File: config.mk
export PLATFORM = sky130hd
export DESIGN_NAME = fifo_arb_mux
export DESIGN_NICKNAME = d
export VERILOG_FILES = /design/src/rtl/fifo_arb_mux.sv
export SDC_FILE = /design/constraint.sdc
export NUM_CORES = 1
export LEC_CHECK = 0
export BUFFER_PORTS_ARGS = -buffer_cell sky130_fd_sc_hd__buf_2
export CAP_MARGIN = 15
export CORE_AREA = 2 2 226 228
export DETAILED_ROUTE_END_ITERATION = 8
export DIE_AREA = 0 0 228 230
export MAX_ROUTING_LAYER = met4
export PLACE_DENSITY = 0.74
export SLEW_MARGIN = 40
export SYNTH_ARGS = -nofsm -noshare
export SYNTH_HDL_FRONTEND = slang
export SYNTH_SLANG_ARGS = --single-unit
File: constraint.sdc
create_clock -name CLK -period 4.48 [get_ports CLK]
set_input_delay 0.224 -clock CLK [delete_from_list [all_inputs] [get_ports CLK]]
set_output_delay 0.224 -clock CLK [all_outputs]
set_load 0.05 [all_outputs]
File: src/rtl/fifo_arb_mux.sv
// N-channel mux sharing one byte-wide host link: per-client TX FIFOs forwarded as
// headered frames under round-robin arbitration, and RX packets routed by header.
module fifo_arb_mux #(
  parameter int NCH = 4,
  parameter int AW  = 4
) (
  input  logic             CLK,
  input  logic             RESET,
  input  logic [NCH-1:0]   c_wren,
  input  logic [NCH*8-1:0] c_wrdata,
  input  logic [NCH-1:0]   c_wrlast,
  output logic [NCH-1:0]   c_wrfull,
  input  logic [NCH-1:0]   c_rden,
  output logic [NCH-1:0]   c_rdempty,
  output logic [7:0]       c_rddata,
  output logic             com_wren,
  output logic [7:0]       com_wrdata,
  input  logic             com_wrfull,
  output logic             com_rden,
  input  logic [7:0]       com_rddata,
  input  logic             com_rdempty,
  output logic [1:0]       tx_state,
  output logic [1:0]       rx_state
);

  localparam int DEPTH = 1 << AW;
  localparam int CW    = $clog2(NCH);

  typedef enum logic [1:0] {IDLE = 2'd0, HDR = 2'd1, DATA = 2'd2} tx_t;
  typedef enum logic [1:0] {RHDR = 2'd0, RPAY = 2'd1, RDROP = 2'd2} rx_t;

  tx_t            ts;
  rx_t            rs;
  logic [NCH-1:0] empty, full, elig, push, pop;
  logic [8:0]     head [NCH];
  logic [CW-1:0]  gnt, rr_ptr, pick, cand;
  logic           pick_ok, tx_fire, rx_av;
  logic [2:0]     rch;
  logic [4:0]     rcnt;

  // Per-channel FIFO of {last, data} plus a count of complete frames it holds.
  for (genvar k = 0; k < NCH; k++) begin : g_ch
    logic [8:0]  mem [DEPTH];
    logic [AW:0] wptr, rptr, fcnt;

    assign full[k]  = (wptr - rptr) == (AW+1)'(DEPTH);
    assign empty[k] = (wptr == rptr);
    assign head[k]  = mem[rptr[AW-1:0]];
    assign push[k]  = c_wren[k] & ~full[k];
    assign elig[k]  = (fcnt != '0) | full[k];

    always_ff @(posedge CLK) begin
      if (push[k]) mem[wptr[AW-1:0]] <= {c_wrlast[k], c_wrdata[8*k +: 8]};
    end

    always_ff @(posedge CLK or posedge RESET) begin
      if (RESET) begin
        wptr <= '0;
        rptr <= '0;
        fcnt <= '0;
      end else begin
        if (push[k]) wptr <= wptr + 1'b1;
        if (pop[k])  rptr <= rptr + 1'b1;
        case ({push[k] & c_wrlast[k], pop[k] & head[k][8]})
          2'b10:   fcnt <= fcnt + 1'b1;
          2'b01:   fcnt <= fcnt - 1'b1;
          default: fcnt <= fcnt;
        endcase
      end
    end
  end

  assign c_wrfull = full;

  // Scan downward so the last hit is the nearest eligible channel after rr_ptr.
  always_comb begin
    pick    = '0;
    pick_ok = 1'b0;
    cand    = '0;
    for (int i = NCH; i >= 1; i--) begin
      cand = CW'((int'(rr_ptr) + i) % NCH);
      if (elig[cand]) begin
        pick    = cand;
        pick_ok = 1'b1;
      end
    end
  end

  assign tx_fire = (ts == DATA) && !empty[gnt] && !com_wrfull;
  assign pop     = tx_fire ? (NCH'(1) << gnt) : '0;

  always_ff @(posedge CLK or posedge RESET) begin
    if (RESET) begin
      ts     <= IDLE;
      gnt    <= '0;
      rr_ptr <= CW'(NCH - 1);
    end else begin
      case (ts)
        IDLE: if (pick_ok) begin
          gnt    <= pick;
          rr_ptr <= pick;
          ts     <= HDR;
        end
        HDR:  if (!com_wrfull) ts <= DATA;
        DATA: if (tx_fire && head[gnt][8]) ts <= IDLE;
        default: ts <= IDLE;
      endcase
    end
  end

  always_comb begin
    com_wren   = 1'b0;
    com_wrdata = '0;
    if (ts == HDR && !com_wrfull) begin
      com_wren   = 1'b1;
      com_wrdata = {3'(gnt), 5'b00000};
    end else if (tx_fire) begin
      com_wren   = 1'b1;
      com_wrdata = head[gnt][7:0];
    end
  end

  // RX: the header is consumed internally; payload passes straight through.
  assign rx_av = ~com_rdempty;

  always_comb begin
    com_rden  = 1'b0;
    c_rdempty = '1;
    c_rddata  = '0;
    case (rs)
      RHDR:  com_rden = rx_av & ~RESET;
      RPAY: begin
        c_rdempty = ~(NCH'(rx_av) << rch);
        c_rddata  = com_rddata;
        com_rden  = (|(c_rden & (NCH'(1) << rch))) & rx_av;
      end
      RDROP: com_rden = rx_av;
      default: com_rden = 1'b0;
    endcase
  end

  always_ff @(posedge CLK or posedge RESET) begin
    if (RESET) begin
      rs   <= RHDR;
      rch  <= '0;
      rcnt <= '0;
    end else begin
      case (rs)
        RHDR: if (rx_av) begin
          rch  <= com_rddata[7:5];
          rcnt <= com_rddata[4:0];
          rs   <= ({1'b0, com_rddata[7:5]} < 4'(NCH)) ? RPAY : RDROP;
        end
        RPAY, RDROP: if (com_rden) begin
          rcnt <= rcnt - 1'b1;
          if (rcnt == 5'd0) rs <= RHDR;
        end
        default: rs <= RHDR;
      endcase
    end
  end

  assign tx_state = ts;
  assign rx_state = rs;

endmodule

## Word-level counts from Yosys, hierarchy flattened

Memory sizes are Yosys's and may differ from the RTL's.
Cells that the tools add are included.

- Output and inout port bits: 30
- Memories kept: 4
- Memory bits (writable): 576
- Input bits: 56
- Flip-flop bits (word level): 76
- Logic and storage cells: 188

Memories:

| memory | words | bits a word | read ports | clocked after Yosys merged registers in | wr ports | RTL line | RTL |
|---|---|---|---|---|---|---|---|
| g_ch[0].mem | 16 | 9 | 1 | 0 | 1 | 43 | `logic [8:0] mem [DEPTH];` |
| g_ch[1].mem | 16 | 9 | 1 | 0 | 1 | 43 |  |
| g_ch[2].mem | 16 | 9 | 1 | 0 | 1 | 43 |  |
| g_ch[3].mem | 16 | 9 | 1 | 0 | 1 | 43 |  |

- Bitwise logic cells: 27
- Mux-type cells: 53
- Eq/ne operators: 26
- Shifts and indexed selects: 3
- Add/subtract/negate cells: 25
- Magnitude comparators: 7
- Reduce and logical (&&, ||, !) cells: 25

Operators by type and width:

| operator | number |
|---|---|
| 5-bit by 1-bit adder with 5-bit output, second input constant | 12 |
| 5-bit one-hot mux with 2 select lines | 5 |
| 5-bit by 1-bit subtractor with 5-bit output, second input constant | 5 |
| 8-bit 2-to-1 mux | 3 |
| 2-bit 2-to-1 mux | 11 |
| 5-bit == test | 4 |
| 5-bit == test, second input constant | 4 |
| 5-bit nonzero test | 4 |
| 5-bit subtractor | 4 |
| 1-bit 2-to-1 mux | 19 |
| 9-bit binary-select mux with 2-bit select | 1 |
| 9-bit 2-to-1 mux | 2 |
| 2-bit by 3-bit < comparator with 1-bit output, second input constant | 5 |
| 1-bit bitwise AND | 14 |
| 2-bit by 1-bit == test with 1-bit output, second input constant | 6 |
| 2-bit == test, second input constant | 6 |
| 1-bit binary-select mux with 2-bit select | 5 |
| 5-bit 2-to-1 mux | 2 |
| 2-bit inequality test, second input constant | 5 |
| 2-bit nonzero test | 5 |
| 3-bit AND reduction | 3 |
| 4-bit 2-to-1 mux | 2 |
| 1-bit NOT | 6 |
| 2-bit one-hot mux with 3 select lines | 1 |
| 21 further kinds | 32 |

## Logic depth before layout (Yosys ltp)

- Depth in word-level cells: 11
- Depth in mapped cells: 21
- Gate-level depth less buffers: 18

## Least setup slack after synthesis

OpenSTA, ideal clock, no wires.

- Path kind: register -> register
- From: reg g_ch[0].rptr[1]
- To: reg g_ch[0].fcnt[4]
- Clock period less this slack: 4.959 ns
- Arrival time: 4.834 ns
- Required time: 4.355 ns
- Setup slack: -0.479 ns
- Cell stages (with the launch flop): 22
- Setup time: 0.125 ns
- Buffers on the path: 4
- Path through: dfrtp_1 > clkbuf_1 > clkbuf_1 > buf_2 > inv_1 > ha_1 > a21o_1 > a21oi_1 > xnor2_1 > nor3_1 > nor2b_1 > clkbuf_1 > nand2_1 > ha_1 > inv_1 > fa_1 > inv_1 > a21o_1 > a21oi_1 > xnor2_1 > nor2_1 > xor2_1

- Elaborated cells on any way between the ends: 18
- Classes of those cells: add/sub: 1; eq/ne: 4; mux: 4; bitwise: 4; reduce/logical: 4; memory: 1

RTL lines:

| what | RTL line | RTL |
|---|---|---|
| start: declaration | 44 | `logic [AW:0] wptr, rptr, fcnt;` |
| start signal: assignment | 63 | `if (pop[k]) rptr <= rptr + 1'b1;` |
| 5-bit subtractor (*) | 46 | `assign full[k] = (wptr - rptr) == (AW+1)'(DEPTH);` |
| 5-bit == test (*) | 46 |  |
| via c_wrfull[0] | 12 | `output logic [NCH-1:0] c_wrfull,` |
| 1-bit NOT (*) | 49 | `assign push[k] = c_wren[k] & ~full[k];` |
| 1-bit bitwise AND (*) | 49 |  |
| 1-bit bitwise AND (*) | 64 | `case ({push[k] & c_wrlast[k], pop[k] & head[k][8]})` |
| 2-bit by 1-bit == test with 1-bit output or 2-bit == test (tied branches) | 64 |  |
| 5-bit one-hot mux with 2 select lines or 2-bit nonzero test (tied branches) | - |  |
| end signal: assignment | 65 | `2'b10: fcnt <= fcnt + 1'b1;` |
| end signal: assignment | 66 | `2'b01: fcnt <= fcnt - 1'b1;` |
| end signal: assignment | 67 | `default: fcnt <= fcnt;` |
| end: declaration | 44 |  |

Mark *: on every way through the listed nets, which the timed path passes. The rest lies on a longest branch. The select of a mux whose other input is x is not followed.
A chain may end at the register's enable or synchronous reset.

## Final worst setup path

- From: reg g_ch[1].rptr[0]
- To: out com_wrdata[3]

- Longest elaborated chain between the ends: 8
- Elaborated cells on any way between the ends: 12
- Classes of those cells: eq/ne: 1; mux: 7; reduce/logical: 3; memory: 1

Ends and longest elaborated chain:

| what | RTL line | RTL |
|---|---|---|
| start: declaration | 44 |  |
| start signal: assignment | 63 |  |
| branches (longest 6 deep; another with memory 16 x 9 bit) | - |  |
| 8-bit 2-to-1 mux (*) | 117 | `end else if (tx_fire) begin` |
| 8-bit 2-to-1 mux (*) | 114 | `if (ts == HDR && !com_wrfull) begin` |
| end: declaration | 17 | `output logic [7:0] com_wrdata,` |

Every way passes the cells marked *. The select of a mux whose other input is x is not followed.

==> results.tsv <==
metric	value	unit
yosysSeqAreaShare	0.702	
synth_top_family_by_area	multiplexers	
crit_chain	buf_4 -> mux4_1 -> mux4_2 -> mux4_2 -> nor2b_1 -> buf_2	
final_net_count	1745	
route.met3.wl	4090	um
numCtsBuffers	67	
internal_power	13.2	mW
clkTransAtPathRegs	0.06	ns
synth_top_area_share	0.633	
grt_usage	0.231	
fmax	243	MHz
drive_gt1_frac	0.267	
cp_slowest_stage_delay	0.67	ns
io_buffers	85	
pin_count	86	
cts_tree	done	
powerDensity	619	nW/um2
wl_per_cell	24.3	um
yosys-top-cells-count	edfxtp_1 (576), mux4_2 (177), dfrtp_1 (74), nand2_1 (62), ha_1 (58)	
drt-initial-drc-count	1272	
status	finished, final reports clean	
power_switching	6.12	mW
synth.most_common_cell	edfxtp_1	
critPathSlowestCell	mux4_1	
min_period_over_period	0.917	
area_growth_syn_to_layout	14.2	%
ant_nets	0	
ir_worst_vdd	0.000297	V
swShare	0.316	
p_leak	10.9	nW
clkPwrFrac	0.269	
end_kind	primary output	
finClkSkew	0.0199	ns
highest_layer	met4	
drt_wl_total	57200	um
nFillCells	3440	
drv_slew	0	
max_slew_margin	0.557	
grt_max_degree	45	
start_util	0.548	
synth_area_leaders	edfxtp_1 (63%), mux4_2 (15%), dfrtp_1 (6.8%)	
synth_top_flop_cell	edfxtp_1	
drtPass1Iterations	6	
clkLatencyLatePin	0.60	ns
route.detailed.drc	0	
critPathRequiredTime	4.26	ns
synthSimpleGateAreaFrac	0.0478	
setup_violations	0	
core_area	49900	um2
start_kind	flop	
path_class	reg2out	
synthAdderAreaFrac	0.0295	
syn-cell-area	27300	um2
grt_overflow_total	0	
via_per_inst	5.97	
num_vias	14100	
synth_compound_area_frac	0.0201	
clockBufferDepth	3	
ys_ff_latch	652	
yosys_warnings	0	
grt_pass1_vias	14200	
power_frac_seq	0.416	
htreeDepth	3	
clock_sinks	652	
tns	0	ns
dp_hpwl	36400	um
die_h	230	um
grt_setup_unrepaired	no	
period_needed	4.11	ns
antenna_found_initial	1	
hold_path.class	in2reg	
combPwrFrac	0.314	
grt_pass1_wl	87900	um
crit_fanout	26	
die_area	52400	um2
post-route-util	0.626	
die_width	228	um
yosysUniqueCellTypes	56	
synth_top_area_cell	edfxtp_1	
ys_async_sr_fraction	0.117	
gp_congestion	0.847	
worstPathArrival	3.88	ns
core.rowCount	82	
tightest_slew	0.664	ns
hold_violations	0	
synth_xor_area_frac	0.0211	
cts_root_buf	clkbuf_16	
wl_met1	23700	um
maxCapViolCount	0	
synth_nets	1542	
met2_wirelength	28300	um
post_synth.cell_area_avg	19.2	um2
muxShareOfSynthArea	0.160	
post-cts-setup-buffers	0	
synth_cells	1424	
crit_top_cell	mux4_2	
synth-edff-count	576	
power by group through the flow:
stage	Combinational [mW]	Sequential [mW]	Clock, mW
after global routing	6.55	8.14	5.56
after global placement	5.91	8.12	0
after floorplan	4.61	7.94	0
after detailed placement	6.05	8.16	0
final	6.08	8.05	5.21
after CTS	6.12	8.05	5.30
cells by family (layout without fill, tap and decap cells):
family,after synthesis,after routing
xor gates and xnor gates,66,66
DFF,652,652
buffers and inverters,99,356
muxes,197,197
adders and majority gates,62,62
other,0,1
AOI/OAI and AO/OA,94,94
and+or+nand+nor,254,254
stage by stage:
step                      hold WS, ns  power, mW  instance area [um2]  setup slack (ns)  cells
after CTS                   0.0000302       19.5                31200             0.284   2353
after global placement          0.415       14.0                28800             0.686   2192
after global routing           0.0238       20.2                31200             0.179   2354
after floorplan                 0.323       12.6                27400           -0.0294   1424
final                          0.0298       19.3                31200             0.372   2354
after detailed placement        0.267       14.2                28800             0.616   2192
sequential cells by signal, summed over array words and instances (netlist names):
name,flops
tx_state,2
g_ch.mem,576
g_ch.fcnt,20
rcnt,5
g_ch.wptr,20
rx_state,2
g_ch.rptr,20
rr_ptr,2
rch,3
gnt,2
cell type report:
type,count,area [um2],area share
Inverter,43,166,0.00533
Antenna cell,1,2.50,0.0000802
Clock inverter,39,264,0.00846
Timing Repair Buffer,190,1310,0.0419
Sequential cell,652,19200,0.615
Multi-Input combinational cell,673,7640,0.245
Tap cell,672,841,0.0269
Clock buffer,84,1780,0.0571
worst paths after layout:
path / startpoint / end / slack (ns) / cells past startpoint
worst max-delay path: g_ch[1].rptr[0] / com_wrdata[3] / 0.37 / 6
worst min-delay path: c_wrdata[1] / g_ch[0].mem[11][1] / 0.03 / 1
worst max register to register: g_ch[3].rptr[3] / g_ch[1].fcnt[4] / 0.60 / 18
worst min register to register: g_ch[2].fcnt[4] / g_ch[2].fcnt[4] / 0.47 / 1
max in group asynchronous: RESET / g_ch[0].rptr[0] / 3.40 / 4
min in group asynchronous: RESET / rch[1] / 0.20 / 3
worst max-delay path: cells and delay by family, from the launching register on:
| kind | cells | cell delay (ns) |
|---|---|---|
| buffers and inverters | 2 | 0.75 |
| flip-flops | 1 | 0.65 |
| multiplexers | 3 | 1.68 |
| AND/OR/NAND/NOR | 1 | 0.19 |
routing by layer:
| metal | track usage | vias to the layer above |
|---|---|---|
| met5 | - | - |
| met4 | 0.0650 | 0 |
| met3 | 0.0450 | 78 |
| met2 | 0.366 | 506 |
| met1 | 0.311 | 7371 |
| li1 | - | 6108 |
cell usage in the layout, fill, tap and decap left out, types with 3 or more instances in the layout:
master,n
nor3_1,22
nor2b_1,18
a21o_1,10
clkinv_4,4
dlygate4sd3_1,38
clkinv_1,20
nor3b_1,3
nand4_1,12
o31ai_1,3
nor2_1,46
dfrtp_1,70
nor2_2,7
clkbuf_16,69
or4_1,5
mux2_2,4
buf_4,67
and2_1,26
o21ai_0,38
nand2b_1,19
dfrtp_2,4
inv_2,5
clkbuf_1,15
fa_1,4
nand2_1,62
clkinv_2,8
ha_1,58
mux2i_1,5
inv_1,37
buf_2,85
mux4_1,11
inv_6,4
a21oi_1,28
mux4_2,177
xnor2_1,43
edfxtp_1,576
nand3_1,12
and3_1,6
xor2_1,23
timing repair:
action	4_1_cts	5_1_grt
hold endpoints to repair	462	0
resized for setup	0	0
hold buffers	38	0
Note: power is estimated with default switching activity, not from simulation.
